$ cat config.mk
export PLATFORM = sky130hd
export DESIGN_NAME = fetch_load_ctrl_flat
export DESIGN_NICKNAME = d
export VERILOG_FILES = /design/src/rtl/fetch_load_ctrl_if.sv /design/src/rtl/fetch_load_ctrl.sv /design/src/flat_wrapper.sv
export SDC_FILE = /design/constraint.sdc
export NUM_CORES = 1
export LEC_CHECK = 0
export CAP_MARGIN = 20
export CORE_MARGIN = 8
export CORE_UTILIZATION = 36
export DETAILED_ROUTE_END_ITERATION = 6
export PLACE_DENSITY = 0.87
export SETUP_SLACK_MARGIN = 0.15
export SLEW_MARGIN = 10
export SYNTH_ARGS = -nofsm -noshare
export SYNTH_HDL_FRONTEND = slang
export SYNTH_SLANG_ARGS = --single-unit
$ cat constraint.sdc
create_clock -name Clk -period 2.4 [get_ports Clk]
set_input_delay 0.48 -clock Clk [delete_from_list [all_inputs] [get_ports Clk]]
set_output_delay 0.48 -clock Clk [all_outputs]
set_load 0.005 [all_outputs]
$ cat src/rtl/fetch_load_ctrl_if.sv
// Bus bundle between the fetch/load controller, the program loader, the core
// fetch port and the instruction memory.
interface fetch_load_ctrl_if #(
   parameter int ADDR_W = 4
);
   logic              Load_Start;
   logic              Load_Valid;
   logic [7:0]        Load_Data;
   logic              Load_Ready;
   logic              Load_Done;
   logic              Fetch_Req;
   logic [7:0]        Fetch_PC;
   logic              Fetch_Ready;
   logic              Fetch_Valid;
   logic [7:0]        Fetch_Instr;
   logic              Fetch_Err;
   logic [ADDR_W-1:0] Mem_Addr;
   logic [7:0]        Mem_WData;
   logic              Mem_WE;
   logic [7:0]        Mem_RData;
   logic [ADDR_W:0]   Prog_Len;
   logic [1:0]        State;

   modport slave (
      input  Load_Start, Load_Valid, Load_Data, Load_Done,
      input  Fetch_Req, Fetch_PC, Mem_RData,
      output Load_Ready, Fetch_Ready, Fetch_Valid, Fetch_Instr, Fetch_Err,
      output Mem_Addr, Mem_WData, Mem_WE, Prog_Len, State
   );

   modport master (
      output Load_Start, Load_Valid, Load_Data, Load_Done,
      output Fetch_Req, Fetch_PC, Mem_RData,
      input  Load_Ready, Fetch_Ready, Fetch_Valid, Fetch_Instr, Fetch_Err,
      input  Mem_Addr, Mem_WData, Mem_WE, Prog_Len, State
   );
endinterface

$ cat src/rtl/fetch_load_ctrl.sv
// Program loader / instruction fetch controller in front of a combinational-read memory.
// Optional macro IMEM_BOUNDS_CHECK_EN: fetches at or beyond Prog_Len return 8'h00 with Fetch_Err.
module fetch_load_ctrl #(
   parameter int DEPTH  = 16,
   parameter int ADDR_W = 4
) (
   input  logic                Clk,
   input  logic                Reset_n,
   fetch_load_ctrl_if.slave    bus
);
   typedef enum logic [1:0] {
      ST_IDLE = 2'b00,
      ST_LOAD = 2'b01,
      ST_RUN  = 2'b10
   } state_t;

   localparam logic [ADDR_W:0] LAST_LEN = (ADDR_W+1)'(DEPTH - 1);
   localparam logic [ADDR_W:0] LEN_ONE  = (ADDR_W+1)'(1);

   state_t            state_r;
   logic [ADDR_W:0]   prog_len_r;
   logic              fetch_valid_r;
   logic [7:0]        fetch_instr_r;
   logic              fetch_err_r;

   logic              load_ready_s;
   logic              write_s;
   logic              fetch_ready_s;
   logic              fetch_acc_s;
   logic              oob_s;
   logic [7:0]        fetch_data_s;
   logic [ADDR_W-1:0] mem_addr_s;
   logic              unused_pc_s;

   assign unused_pc_s = &{1'b0, bus.Fetch_PC[7:ADDR_W]};

   // Handshake decode, memory port steering and fetch data selection
   always_comb begin
      load_ready_s  = (state_r == ST_LOAD) && !bus.Load_Start;
      write_s       = load_ready_s && bus.Load_Valid;
      fetch_ready_s = (state_r == ST_RUN) && !bus.Load_Start;
      fetch_acc_s   = fetch_ready_s && bus.Fetch_Req;
      mem_addr_s    = bus.Fetch_PC[ADDR_W-1:0];
      if (write_s) begin
         mem_addr_s = prog_len_r[ADDR_W-1:0];
      end else begin
         mem_addr_s = bus.Fetch_PC[ADDR_W-1:0];
      end
`ifdef IMEM_BOUNDS_CHECK_EN
      oob_s = (bus.Fetch_PC >= 8'(prog_len_r));
      if (oob_s) begin
         fetch_data_s = 8'h00;
      end else begin
         fetch_data_s = bus.Mem_RData;
      end
`else
      oob_s        = 1'b0;
      fetch_data_s = bus.Mem_RData;
`endif
   end

   // Mode FSM, load byte counter and registered fetch response
   always_ff @(posedge Clk or negedge Reset_n) begin
      if (!Reset_n) begin
         state_r       <= ST_IDLE;
         prog_len_r    <= {(ADDR_W+1){1'b0}};
         fetch_valid_r <= 1'b0;
         fetch_instr_r <= 8'h00;
         fetch_err_r   <= 1'b0;
      end else if (bus.Load_Start) begin
         // A new load preempts everything, including a fetch presented this cycle
         state_r       <= ST_LOAD;
         prog_len_r    <= {(ADDR_W+1){1'b0}};
         fetch_valid_r <= 1'b0;
         fetch_err_r   <= 1'b0;
      end else begin
         fetch_valid_r <= fetch_acc_s;
         fetch_err_r   <= fetch_acc_s && oob_s;
         if (fetch_acc_s) begin
            fetch_instr_r <= fetch_data_s;
         end
         case (state_r)
            ST_IDLE: state_r <= ST_IDLE;
            ST_LOAD: begin
               if (write_s) begin
                  prog_len_r <= prog_len_r + LEN_ONE;
               end
               if (bus.Load_Done || (write_s && (prog_len_r == LAST_LEN))) begin
                  state_r <= ST_RUN;
               end
            end
            ST_RUN:  state_r <= ST_RUN;
            default: state_r <= ST_IDLE;
         endcase
      end
   end

   assign bus.Load_Ready  = load_ready_s;
   assign bus.Fetch_Ready = fetch_ready_s;
   assign bus.Fetch_Valid = fetch_valid_r;
   assign bus.Fetch_Instr = fetch_instr_r;
   assign bus.Fetch_Err   = fetch_err_r;
   assign bus.Mem_Addr    = mem_addr_s;
   assign bus.Mem_WData   = bus.Load_Data;
   assign bus.Mem_WE      = write_s;
   assign bus.Prog_Len    = prog_len_r;
   assign bus.State       = state_r;
endmodule

$ cat src/flat_wrapper.sv
// flat-port wrapper written by rule: the top's interface ports become plain ports
module fetch_load_ctrl_flat 
#(
   parameter int DEPTH  = 16,
   parameter int ADDR_W = 4
)
  (Clk, Reset_n, bus_Load_Start, bus_Load_Valid, bus_Load_Data, bus_Load_Done, bus_Fetch_Req, bus_Fetch_PC, bus_Mem_RData, bus_Load_Ready, bus_Fetch_Ready, bus_Fetch_Valid, bus_Fetch_Instr, bus_Fetch_Err, bus_Mem_Addr, bus_Mem_WData, bus_Mem_WE, bus_Prog_Len, bus_State);
  fetch_load_ctrl_if #(.ADDR_W(ADDR_W)) bus_i ();
  input  logic Clk;
  input  logic Reset_n;
  input wire logic [$bits(bus_i.Load_Start)-1:0] bus_Load_Start;
  input wire logic [$bits(bus_i.Load_Valid)-1:0] bus_Load_Valid;
  input wire logic [$bits(bus_i.Load_Data)-1:0] bus_Load_Data;
  input wire logic [$bits(bus_i.Load_Done)-1:0] bus_Load_Done;
  input wire logic [$bits(bus_i.Fetch_Req)-1:0] bus_Fetch_Req;
  input wire logic [$bits(bus_i.Fetch_PC)-1:0] bus_Fetch_PC;
  input wire logic [$bits(bus_i.Mem_RData)-1:0] bus_Mem_RData;
  output wire logic [$bits(bus_i.Load_Ready)-1:0] bus_Load_Ready;
  output wire logic [$bits(bus_i.Fetch_Ready)-1:0] bus_Fetch_Ready;
  output wire logic [$bits(bus_i.Fetch_Valid)-1:0] bus_Fetch_Valid;
  output wire logic [$bits(bus_i.Fetch_Instr)-1:0] bus_Fetch_Instr;
  output wire logic [$bits(bus_i.Fetch_Err)-1:0] bus_Fetch_Err;
  output wire logic [$bits(bus_i.Mem_Addr)-1:0] bus_Mem_Addr;
  output wire logic [$bits(bus_i.Mem_WData)-1:0] bus_Mem_WData;
  output wire logic [$bits(bus_i.Mem_WE)-1:0] bus_Mem_WE;
  output wire logic [$bits(bus_i.Prog_Len)-1:0] bus_Prog_Len;
  output wire logic [$bits(bus_i.State)-1:0] bus_State;
  assign bus_i.Load_Start = bus_Load_Start;
  assign bus_i.Load_Valid = bus_Load_Valid;
  assign bus_i.Load_Data = bus_Load_Data;
  assign bus_i.Load_Done = bus_Load_Done;
  assign bus_i.Fetch_Req = bus_Fetch_Req;
  assign bus_i.Fetch_PC = bus_Fetch_PC;
  assign bus_i.Mem_RData = bus_Mem_RData;
  assign bus_Load_Ready = bus_i.Load_Ready;
  assign bus_Fetch_Ready = bus_i.Fetch_Ready;
  assign bus_Fetch_Valid = bus_i.Fetch_Valid;
  assign bus_Fetch_Instr = bus_i.Fetch_Instr;
  assign bus_Fetch_Err = bus_i.Fetch_Err;
  assign bus_Mem_Addr = bus_i.Mem_Addr;
  assign bus_Mem_WData = bus_i.Mem_WData;
  assign bus_Mem_WE = bus_i.Mem_WE;
  assign bus_Prog_Len = bus_i.Prog_Len;
  assign bus_State = bus_i.State;
  fetch_load_ctrl #(.DEPTH(DEPTH), .ADDR_W(ADDR_W)) u_core (.Clk(Clk), .Reset_n(Reset_n), .bus(bus_i));
endmodule
# Yosys cells after proc, flatten, opt, wreduce, memory -nomap -nowiden

Cells that the tools add are included.

Bits in registers: 16
Input bits: 30
Output and inout bits: 32
Logic and storage cells: 29

$add $sub $neg: 1
Eq/ne operators: 4
Muxes and demuxes: 8
Bitwise logic cells: 1
Reductions and logical operators: 11

Operator list:

| cell                  | number |
|---|---|
| $mux W5               | 3 |
| $add A5 B1 Y5 const B | 1 |
| $eq A5 B4 Y1 const B  | 1 |
| $logic_and A1 B1 Y1   | 5 |
| $mux W2               | 2 |
| $mux W4               | 1 |
| $pmux W2 S2           | 1 |
| $reduce_and A2 Y1     | 2 |
| $reduce_bool A2 Y1    | 2 |
| $ne A3 B3 Y1 const B  | 1 |
| $eq A2 B1 Y1 const B  | 1 |
| $eq A2 B2 Y1 const B  | 1 |
| $logic_not A1 Y1      | 1 |
| $logic_or A1 B1 Y1    | 1 |
| $mux W1               | 1 |
| $not A1 Y1            | 1 |

# Longest topological paths before layout

Word-level depth: 8
Gate-level depth with buffers: 6
Depth with buffers taken out: 6

# Worst setup path after synthesis

Ideal clock, no wire load.

Path type: flip-flop to output port
Start point: register u_core.state_r[0], in the netlist u_core.bus.State[0]
End point: output bus_Mem_Addr[0]
Arrival time: 1.297 ns
Required time: 1.920 ns
Slack: 0.623 ns
Stages on the path, launching flop included: 5
Buffers on the path: 0
Cells stage by stage: dfrtp_1 ha_1 nor2b_4 nand2_1 mux2_2

Longest elaborated chain between the ends: 4

RTL lines:

| what                     | RTL line              | text |
|---|---|---|
| start: declaration       | fetch_load_ctrl.sv:20 | `state_t state_r;` |
| start signal: assignment | fetch_load_ctrl.sv:65 | `state_r <= ST_IDLE;` |
| start signal: assignment | fetch_load_ctrl.sv:72 | `state_r <= ST_LOAD;` |
| start signal: assignment | fetch_load_ctrl.sv:83 | `ST_IDLE: state_r <= ST_IDLE;` |
| $eq A2 B1 Y1             | fetch_load_ctrl.sv:39 | `load_ready_s = (state_r == ST_LOAD) && !bus.Load_Start;` |
| $logic_and A1 B1 Y1      | fetch_load_ctrl.sv:39 |  |
| named net bus_Load_Ready | flat_wrapper.sv:18    | `output wire logic [$bits(bus_i.Load_Ready)-1:0] bus_Load_Ready;` |
| $logic_and A1 B1 Y1      | fetch_load_ctrl.sv:40 | `write_s = load_ready_s && bus.Load_Valid;` |
| $mux W4                  | fetch_load_ctrl.sv:44 | `if (write_s) begin` |
| end: declaration         | flat_wrapper.sv:23    | `output wire logic [$bits(bus_i.Mem_Addr)-1:0] bus_Mem_Addr;` |

The timed path passes the listed nets, and every way through them passes these cells.

# Final worst setup path

Start point: register u_core.state_r[1], in the netlist u_core.bus.State[1]
End point: output bus_Mem_Addr[3]

Longest elaborated chain between the ends: 4

RTL lines:

| what                | RTL line |
|---|---|
| $eq A2 B1 Y1        | fetch_load_ctrl.sv:39 |
| $logic_and A1 B1 Y1 | fetch_load_ctrl.sv:39 |
| $logic_and A1 B1 Y1 | fetch_load_ctrl.sv:40 |
| $mux W4             | fetch_load_ctrl.sv:44 |

Every way passes these cells.

==> results.md <==
* Status: complete, no violations
* H-tree levels at 1
* PwrDens at 652 nW/um^2
* Register area share after synthesis at 47.3%
* Drt pass-1 iters at 2
* R2R Setup Slk at 760 ps
* Hold Crit Class: reg2reg
* Cell Chain, Critical Path: inv_2 -> ha_2 -> nor2b_4 -> nand2_4 -> mux2_2 -> dlygate4sd2_1
* Fraction of layout cells with a size suffix above 1 at 27.2%
* Post-route DRC at 0
* Final worst-path cycle share at 90.6%
* Final net count at 149
* Fin area at 1310 sq um
* Vias in the first global route at 784
* # port buffers at 40
* Worst-path clk slew at 90 ps
* Number of synthesized flops with an enable pin at 0
* Area growth syn-to-layout at 54.1%
* CTS buffer count at 3
* I/O pins at 62
* Critical path startpoint category: flop
* Fmax at 460 MHz
* RSZ-0062 raised after global routing: true
* Post-synth top flop: dfrtp_1
* CTS Buffer Depth at 2
* Yosys top cell by area: dfrtp_1
* Max stage delay on crit path at 390 ps
* Synth Cell Area at 847 sq um
* Yosys warns at 0
* Mapped Cells at 73
* Final Hold Viols at 0
* Highest-delay cell along the critical path: dfrtp_1
* Largest net degree at the start of global routing at 17
* CTS tree: done
* TNS Setup at 0 ps
* Critical path's top delay family: flip-flops
* Peak VDD IR at 443 uV
* LEAKAGE at 0.629 nW
* Die width at 64.5 microns
* Vias per cell at 4.75
* Core area at 2210 sq um
* Clock Skew at 5.31 ps
* Post-DP HPWL at 1780 microns
* DRT iter0 DRCs at 8
* Slew HR at 52.7%
* Commonest cells in the netlist: dfrtp_1, mux2_2, buf_4
* CP Data Required Time at 1920 ps
* Most common cell in the netlist: dfrtp_1
* Starting density of the core at 38.3%
* Top-area cell type share of the netlist area at 47.3%
* Worst-Skew Late Latency at 280 ps
* CTS root buf: clkbuf_4
* Async set-reset flop share out of synthesis at 100%
* Buf/Inv on CP at 2
* Syn avg cell area at 11.6 sq um
* Final setup fails at 0
* Largest cells by area after synthesis: dfrtp_1, mux2_2, buf_4, ha_1, nor2b_4
* Routed length per placed instance at 15.0 microns
* GRT Util Overall at 10.2%
* Crit path DAT at 1690 ps
* Final min period at 2170 ps
* First-pass GRT wire length at 3480 microns
* Via count at 674
* Routed Antenna Nets at 0
* Fillers at 195
* Final wirelength at 2130 microns
* Grt ovf at 0
* Synth Register Bits at 16
* Netlist cell types at 20
* Gpl congestion at 0.778
* Row cnt at 17
* Initial antenna violation count at 0
* Worst-margin pin slew at 707 ps
* Syn nets at 107
* Fin. max-slew vios at 0
* Post-DP Area at 1240 sq um
* Inserted Diodes at 0
* CTS sink cnt at 16
* Setup crit end kind: output pin
* Critical path peak fanout at 5
* DIE AREA at 4160 sq um
* Die height at 64.5 microns
* Max cap viols at 0
* Setup CP Type: reg2out
## path summary, 6_finish.rpt
| kind | cells past startpoint | endpoint | startpoint |
|---|---|---|---|
| min reg2reg | 1 | u_core.bus.Fetch_Instr[2]$_DFFE_PN0P_ | u_core.bus.Fetch_Instr[2]$_DFFE_PN0P_ |
| min | 1 | u_core.bus.Fetch_Instr[2]$_DFFE_PN0P_ | u_core.bus.Fetch_Instr[2]$_DFFE_PN0P_ |
| max in group asynchronous | 1 | u_core.bus.Prog_Len[4]$_DFFE_PN0P_ | Reset_n |
| max | 6 | bus_Mem_Addr[3] | u_core.bus.State[1]$_DFFE_PN0P_ |
| min in group asynchronous | 1 | u_core.bus.Fetch_Instr[2]$_DFFE_PN0P_ | Reset_n |
| max reg2reg | 6 | u_core.bus.State[1]$_DFFE_PN0P_ | u_core.bus.Prog_Len[0]$_DFFE_PN0P_ |
## placed cells by master (no fill, tap or decap), types with 4 or more instances in the layout
master / count
dlygate4sd2_1: 5
mux2_2: 12
inv_1: 4
dfrtp_1: 16
buf_4: 7
clkdlybuf4s50_1: 33
## metal layers
layer / track usage (%) / vias up / part of all wire (%)
met4: 3.00 / 0 / 0
met5: 0 / - / 0
met1: 8.49 / 321 / 33
met2: 17.6 / 33 / 49
li1: - / 320 / -
met3: 8.59 / 0 / 18
## where the power goes
group	internal (mW)	total, mW	leakage (nW)	switching, mW
Combinational	0.212	0.311	0.403	0.0991
Sequential	0.331	0.367	0.205	0.0353
Clock	0.0923	0.173	0.0210	0.0804
## stage by stage
stage	power (mW)	worst slack (ps)	utilization (%)	hold WS (ps)	cells
2_1_floorplan	0.479	623	-	184	73
4_1_cts	0.866	108	58.7	517	142
3_5_place_dp	0.683	-139	55.9	500	135
3_3_place_gp	0.667	-136	55.9	488	135
6_report	0.850	227	59.0	510	142
5_1_grt	0.907	147	59.0	526	142
## kinds of logic after synthesis
family	count (synthesis)	share of synthesized area, %
other	1	0.443
buffers and inverters	15	11.1
adder cells (fa/ha/maj)	4	5.91
XOR/XNOR	2	2.07
AO/OA/AOI/OAI	8	6.35
AND/OR/NAND/NOR	15	10.9
multiplexers	12	16.0
flip-flops	16	47.3
## cell type report
class,count,area [sq um],share of cell area (%)
sequential,16,400,30.7
timing repair buffer,47,452,34.6
tap,28,35.0,2.68
multi-input combinational,42,363,27.8
clock buffer,4,36.3,2.78
inverter,5,18.8,1.44
## sequential cells by signal, summed over array words and instances, names as in the netlist
name                    flops
u_core.bus.Fetch_Valid      1
u_core.bus.Prog_Len         5
u_core.bus.Fetch_Instr      8
u_core.bus.State            2
## what timing repair did
action / CTS / global route
setup buffers: 3 / 0
gates cloned: 0 / 0
resized for setup: 7 / 4
hold buffers: 0 / 0
endpoints found under the setup margin: 6 / 6
pin swaps: 0 / 1
No activity file was read; power rests on OpenSTA's default activity.
